==> src/rtl/serial_word_pkg.sv <==
// Shared types and constants for the serial word transmitter.
// No logic of its own; consumed by serial_word_tx and lfsr8.
// No flow control here.
package serial_word_pkg;

  // Frame sequencing states.
  typedef enum logic [1:0] {
    ST_IDLE = 2'd0,
    ST_PAD  = 2'd1,
    ST_WORD = 2'd2,
    ST_DONE = 2'd3
  } tx_state_t;

  // x^8+x^6+x^5+x^4+1, left-shifting Fibonacci form: stages 7,5,4,3 feed back.
  localparam logic [7:0] LFSR_TAPS     = 8'hB8;
  // Default seed; any nonzero value keeps the register out of the lock-up state.
  localparam logic [7:0] LFSR_SEED_DEF = 8'hE1;

  // One LFSR step: shift towards the MSB, feedback enters at bit 0.
  function automatic logic [7:0] lfsr_next(input logic [7:0] s);
    return {s[6:0], ^(s & LFSR_TAPS)};
  endfunction

endpackage

==> src/rtl/serial_word_tx_lfsr8.sv <==
// 8-bit Fibonacci LFSR that supplies pseudo-random pad bits.
// Latency: new state one edge after en.
// No backpressure; holds its state whenever en is low.
module lfsr8
  import serial_word_pkg::*;
#(
  parameter logic [7:0] SEED = LFSR_SEED_DEF
) (
  input  logic       clk,
  input  logic       rst,
  input  logic       en,
  output logic [7:0] state
);

  // Step once per enabled edge; reset returns to the seed.
  always_ff @(posedge clk or posedge rst) begin
    if (rst) begin
      state <= SEED;
    end else if (en) begin
      state <= lfsr_next(state);
    end
  end

endmodule

==> src/rtl/serial_word_tx.sv <==
// Serial transmitter: optional pad run then a stored word, MSB first, one bit per bit_tick.
// Latency: start at edge k, first bit_valid after edge k+1 (tick high); done one cycle after last strobe.
// No backpressure: bits leave on bit_tick; start/set_word while busy are dropped, abort returns to idle.
module serial_word_tx
  import serial_word_pkg::*;
#(
  parameter int unsigned WORD_W    = 8,
  parameter int unsigned PAD_CW    = 5,
  parameter logic        PAD_BIT   = 1'b0,
  parameter logic [7:0]  LFSR_SEED = LFSR_SEED_DEF
) (
  input  logic              clk,
  input  logic              rst,
  input  logic              set_word,
  input  logic [WORD_W-1:0] word,
  input  logic [PAD_CW-1:0] pad_len,
  input  logic              pad_mode,
  input  logic              start,
  input  logic              abort,
  input  logic              bit_tick,
  output logic              bit_out,
  output logic              bit_valid,
  output logic              busy,
  output logic              done
);

  // idx must be able to hold WORD_W itself: that value marks "last bit already sent".
  localparam int unsigned IDX_W = $clog2(WORD_W + 1);

  tx_state_t         state, state_nxt;
  logic [WORD_W-1:0] word_reg, word_reg_nxt;
  logic [WORD_W-1:0] frame_word, frame_word_nxt;   // shifts left, MSB is the next bit out
  logic [PAD_CW-1:0] pad_cnt, pad_cnt_nxt;
  logic [IDX_W-1:0]  idx, idx_nxt;
  logic              frame_mode, frame_mode_nxt;
  logic              bit_out_nxt, bit_valid_nxt;
  logic              lfsr_en;
  logic [7:0]        lfsr_q;
  logic              lfsr_low_unused;

  // Pad source; steps only when a random pad bit is actually emitted, never reseeded between frames.
  lfsr8 #(
    .SEED (LFSR_SEED)
  ) u_lfsr (
    .clk   (clk),
    .rst   (rst),
    .en    (lfsr_en),
    .state (lfsr_q)
  );

  // Only the MSB is emitted; the low bits matter solely for the feedback inside lfsr8.
  assign lfsr_low_unused = ^lfsr_q[6:0];

  // Next-state and next-output decode; abort outranks every state except IDLE.
  always_comb begin
    state_nxt      = state;
    word_reg_nxt   = word_reg;
    frame_word_nxt = frame_word;
    pad_cnt_nxt    = pad_cnt;
    idx_nxt        = idx;
    frame_mode_nxt = frame_mode;
    bit_out_nxt    = bit_out;
    bit_valid_nxt  = 1'b0;
    lfsr_en        = 1'b0;

    if (abort && (state != ST_IDLE)) begin
      state_nxt   = ST_IDLE;
      pad_cnt_nxt = '0;
      idx_nxt     = '0;
    end else begin
      case (state)
        ST_IDLE: begin
          if (set_word) begin
            word_reg_nxt = word;
          end
          if (start) begin
            // A same-cycle set_word is both stored and sent.
            frame_word_nxt = set_word ? word : word_reg;
            pad_cnt_nxt    = pad_len;
            frame_mode_nxt = pad_mode;
            idx_nxt        = '0;
            state_nxt      = (pad_len != '0) ? ST_PAD : ST_WORD;
          end
        end

        ST_PAD: begin
          if (bit_tick) begin
            bit_out_nxt   = frame_mode ? lfsr_q[7] : PAD_BIT;
            bit_valid_nxt = 1'b1;
            lfsr_en       = frame_mode;
            pad_cnt_nxt   = pad_cnt - PAD_CW'(1);
            if (pad_cnt == PAD_CW'(1)) begin
              state_nxt = ST_WORD;
            end
          end
        end

        ST_WORD: begin
          if (idx == IDX_W'(WORD_W)) begin
            // Last bit is on the wire this cycle; DONE follows regardless of tick.
            state_nxt = ST_DONE;
          end else if (bit_tick) begin
            bit_out_nxt    = frame_word[WORD_W-1];
            bit_valid_nxt  = 1'b1;
            frame_word_nxt = {frame_word[WORD_W-2:0], 1'b0};
            idx_nxt        = idx + IDX_W'(1);
          end
        end

        ST_DONE: begin
          state_nxt = ST_IDLE;
          idx_nxt   = '0;
        end

        default: begin
          state_nxt = ST_IDLE;
        end
      endcase
    end
  end

  // State and output registers; reset clears the stored word as well.
  always_ff @(posedge clk or posedge rst) begin
    if (rst) begin
      state      <= ST_IDLE;
      word_reg   <= '0;
      frame_word <= '0;
      pad_cnt    <= '0;
      idx        <= '0;
      frame_mode <= 1'b0;
      bit_out    <= 1'b0;
      bit_valid  <= 1'b0;
    end else begin
      state      <= state_nxt;
      word_reg   <= word_reg_nxt;
      frame_word <= frame_word_nxt;
      pad_cnt    <= pad_cnt_nxt;
      idx        <= idx_nxt;
      frame_mode <= frame_mode_nxt;
      bit_out    <= bit_out_nxt;
      bit_valid  <= bit_valid_nxt;
    end
  end

  assign busy = (state != ST_IDLE);
  assign done = (state == ST_DONE);

endmodule

==> config.mk <==
export PLATFORM = sky130hd
export DESIGN_NAME = serial_word_tx
export DESIGN_NICKNAME = d
export VERILOG_FILES = /design/src/rtl/serial_word_pkg.sv /design/src/rtl/serial_word_tx_lfsr8.sv /design/src/rtl/serial_word_tx.sv
export SDC_FILE = /design/constraint.sdc
export NUM_CORES = 1
export LEC_CHECK = 0
export BUFFER_PORTS_ARGS = -buffer_cell sky130_fd_sc_hd__buf_2
export CAP_MARGIN = 20
export CORE_UTILIZATION = 40
export DETAILED_ROUTE_END_ITERATION = 10
export PLACE_DENSITY = 0.63
export SLEW_MARGIN = 20
export SYNTH_ARGS = -nofsm -noshare
export SYNTH_HDL_FRONTEND = slang
export SYNTH_SLANG_ARGS = --single-unit
export TNS_END_PERCENT = 30
==> constraint.sdc <==
create_clock -name clk -period 4.8 [get_ports clk]
set_input_delay 0 -clock clk [delete_from_list [all_inputs] [get_ports clk]]
set_output_delay 0 -clock clk [all_outputs]
set_load 0.01 [all_outputs]
==> results.ini <==
[sta]
tns_ps = 0
setup_violations = 0
timing.final.crit_share_pct = 46.2
worstMarginPinSlew_ps = 699
max-slew-margin-rel_pct = 53.4
slew_viol_final = 0
rsz0062_at_grt = no
hold_viol = 0
finalCriticalPeriod_ps = 2220
finClkSkew_ps = 6.74
timing.fmax_mhz = 451

[min_path]
hold_path_class = input port to flip-flop

[logic_synthesis]
yosys_warnings = 0
synth_fp_nets = 214
synthFlopType = dfrtp_1
synth_mux_area_share_pct = 18.0
avgSynthCellArea_um2 = 11.4
syn_area_um2 = 2120
yosys.area.top_type = dfrtp_1
synth-compound-area-share_pct = 13.8
synth_xor_area_share_pct = 1.66
synth_top_family_by_area = multiplexers
synth_area_leaders = dfrtp_1, mux2_2, mux2i_1
synth_simple_gate_area_share_pct = 12.1
synth-adder-area-share_pct = 4.73
synth_top_area_share_pct = 40.2
synth_edf_count = 0
ys_seq_elements = 38
synthCells = 186
seq_area_frac_synth_pct = 45.2
async_flop_share_pct = 100
yosysUniqueCellTypes = 49

[cts]
cts_tree = built
clk_latency_ps = 290
numClockSinks = 38
htreeDepth = 2
numCtsBuffers = 5
clkSlewWorstSetupHoldPaths_ps = 80
cts_buffer_depth = 2
cts_resized = 0
root_buffer = clkbuf_8

[detailed_routing]
dr.first_iter.drc_count = 44
drcViolationCount = 0
dr.pass1.iters = 4
vias = 1476
wl_per_cell_um = 13.8
drt-vias-per-instance = 5.09
totalWireLength_um = 4010
detail-route-antenna-nets = 0

[worst_setup_path]
path_class = flip-flop to flip-flop
crit_buf_inv = 1
slowest_delay_ps = 620
required_ps = 4980
crit_path_cell_trace = inv_1, ha_1, nand4b_1, o22ai_4, mux2_2
cp_slowest_cell = ha_1
cp-start-kind = flip-flop
end_kind = flip-flop
cp_top_family = adder cells
worst_ep_arrival_time_ps = 2400
path_max_fanout = 24

[global_routing]
antenna_found_initial = 0
grt.total_usage_pct = 16.3
grt_max_degree = 39
grt_pass1_wl_um = 6900
grt_pass1_vias = 1443
overflow = 0

[pwr]
powerDensity_nw_per_um2 = 513
peakVddDrop_v = 0.000248
p_leak_nw = 1.08
finalPower_mw = 1.27

[final_layout]
nNetsFinal = 247
n_antenna_cell = 0
instances_no_fill = 290
drive_gt1_share_pct = 28.6
final_area_um2 = 2470
syn2layout_area_growth_pct = 16.7
postLayoutCoreUtil_pct = 48.4

[placed_design]
place_inst = 272
place.port_buffers = 23
gp_congestion = 0.804
placed_area_um2 = 2270
dp_hpwl_um = 2750

[floorplanning]
initial_core_util_pct = 41.4
rows = 26
die_area_um2 = 5580
die_y_um = 74.7
num_io_pins = 24
coreArea_um2 = 5110
die-width_um = 74.7

[job]
drv_cap = 0

[outcome]
status = completed

[Yosys cell counts, drive strengths merged, types with 4 or more instances]
library cell	count
nor2	4
nand2	16
dfrtp	34
o21ai	11
buf	6
o31ai	7
mux2	24
nand2b	6
ha	8
dfstp	4
mux2i	11
inv	12
[routing by layer]
layer  track usage [%]  part of all wire (%)  vias to the layer above
li1                  -                     -                      745
met1              23.2                    50                      710
met2              24.1                    47                       15
met3              4.28                   2.3                        6
met4              5.66                   1.3                        0
met5                 0                     0                        -
[repair_timing]
action                    CTS  global route
hold buffers               10             0
hold endpoints to repair   43             0
setup buffers               0             0
[layout make-up]
cell class | count | area, um^2
Clock buffer | 6 | 82.6
Multi-Input combinational cell | 128 | 1060
Inverter | 12 | 45.0
Fill cell | 474 | 2640
Tap cell | 70 | 87.6
Timing Repair Buffer | 34 | 223
Clock inverter | 2 | 12.5
Sequential cell | 38 | 956
[cells in the final DEF, fill, tap and decap left out, drive strengths merged, types with 7 or more instances in the layout]
cell | synthesis | routed
buf | 6 | 24
nand2 | 16 | 16
mux2i | 11 | 11
ha | 8 | 8
inv | 12 | 12
o31ai | 7 | 7
dlygate4sd3 | 0 | 10
dfrtp | 34 | 34
mux2 | 24 | 24
o21ai | 11 | 11
[cells by family after synthesis]
kind of cell | after synthesis
flops | 38
fa+ha+maj | 8
compound gates | 38
buf+inv | 20
xor+xnor | 4
simple gates | 43
mux | 35
[worst register-to-register path: stages (launching register included)]
cell,delay [ps]
dfrtp_1,410
inv_1,110
ha_1,620
nand4b_1,250
o22ai_4,340
mux2_2,380
[power breakdown]
part	switching, mW	leakage (nW)	internal [mW]
logic	0.281	0.566	0.251
registers	0.0752	0.471	0.429
clock network	0.115	0.0472	0.115
total	0.472	1.08	0.796
[stage by stage]
stage	hold slack (ps)	worst slack, ps
global placement	138	2640
global route	52.3	2410
floorplan	151	3090
CTS	23.0	2560
detailed placement	148	2580
finish	35.7	2580
[path summary, 6_finish.rpt]
path / start / to / slack, ps / cells after the start
worst max-delay path: state[0]$_DFFE_PP0P_ / frame_word[1]$_DFFE_PP0P_ / 2580 / 5
worst min-delay path: pad_len[0] / pad_cnt[0]$_DFFE_PP0P_ / 40 / 3
worst max register to register: state[0]$_DFFE_PP0P_ / frame_word[1]$_DFFE_PP0P_ / 2580 / 5
worst min register to register: u_lfsr.state[0]$_DFFE_PP1P_ / u_lfsr.state[0]$_DFFE_PP1P_ / 480 / 2
max in group asynchronous: rst / u_lfsr.state[7]$_DFFE_PP1P_ / 4070 / 4
min in group asynchronous: rst / u_lfsr.state[2]$_DFFE_PP0P_ / 370 / 4
Power figures use the tool's default switching activity.
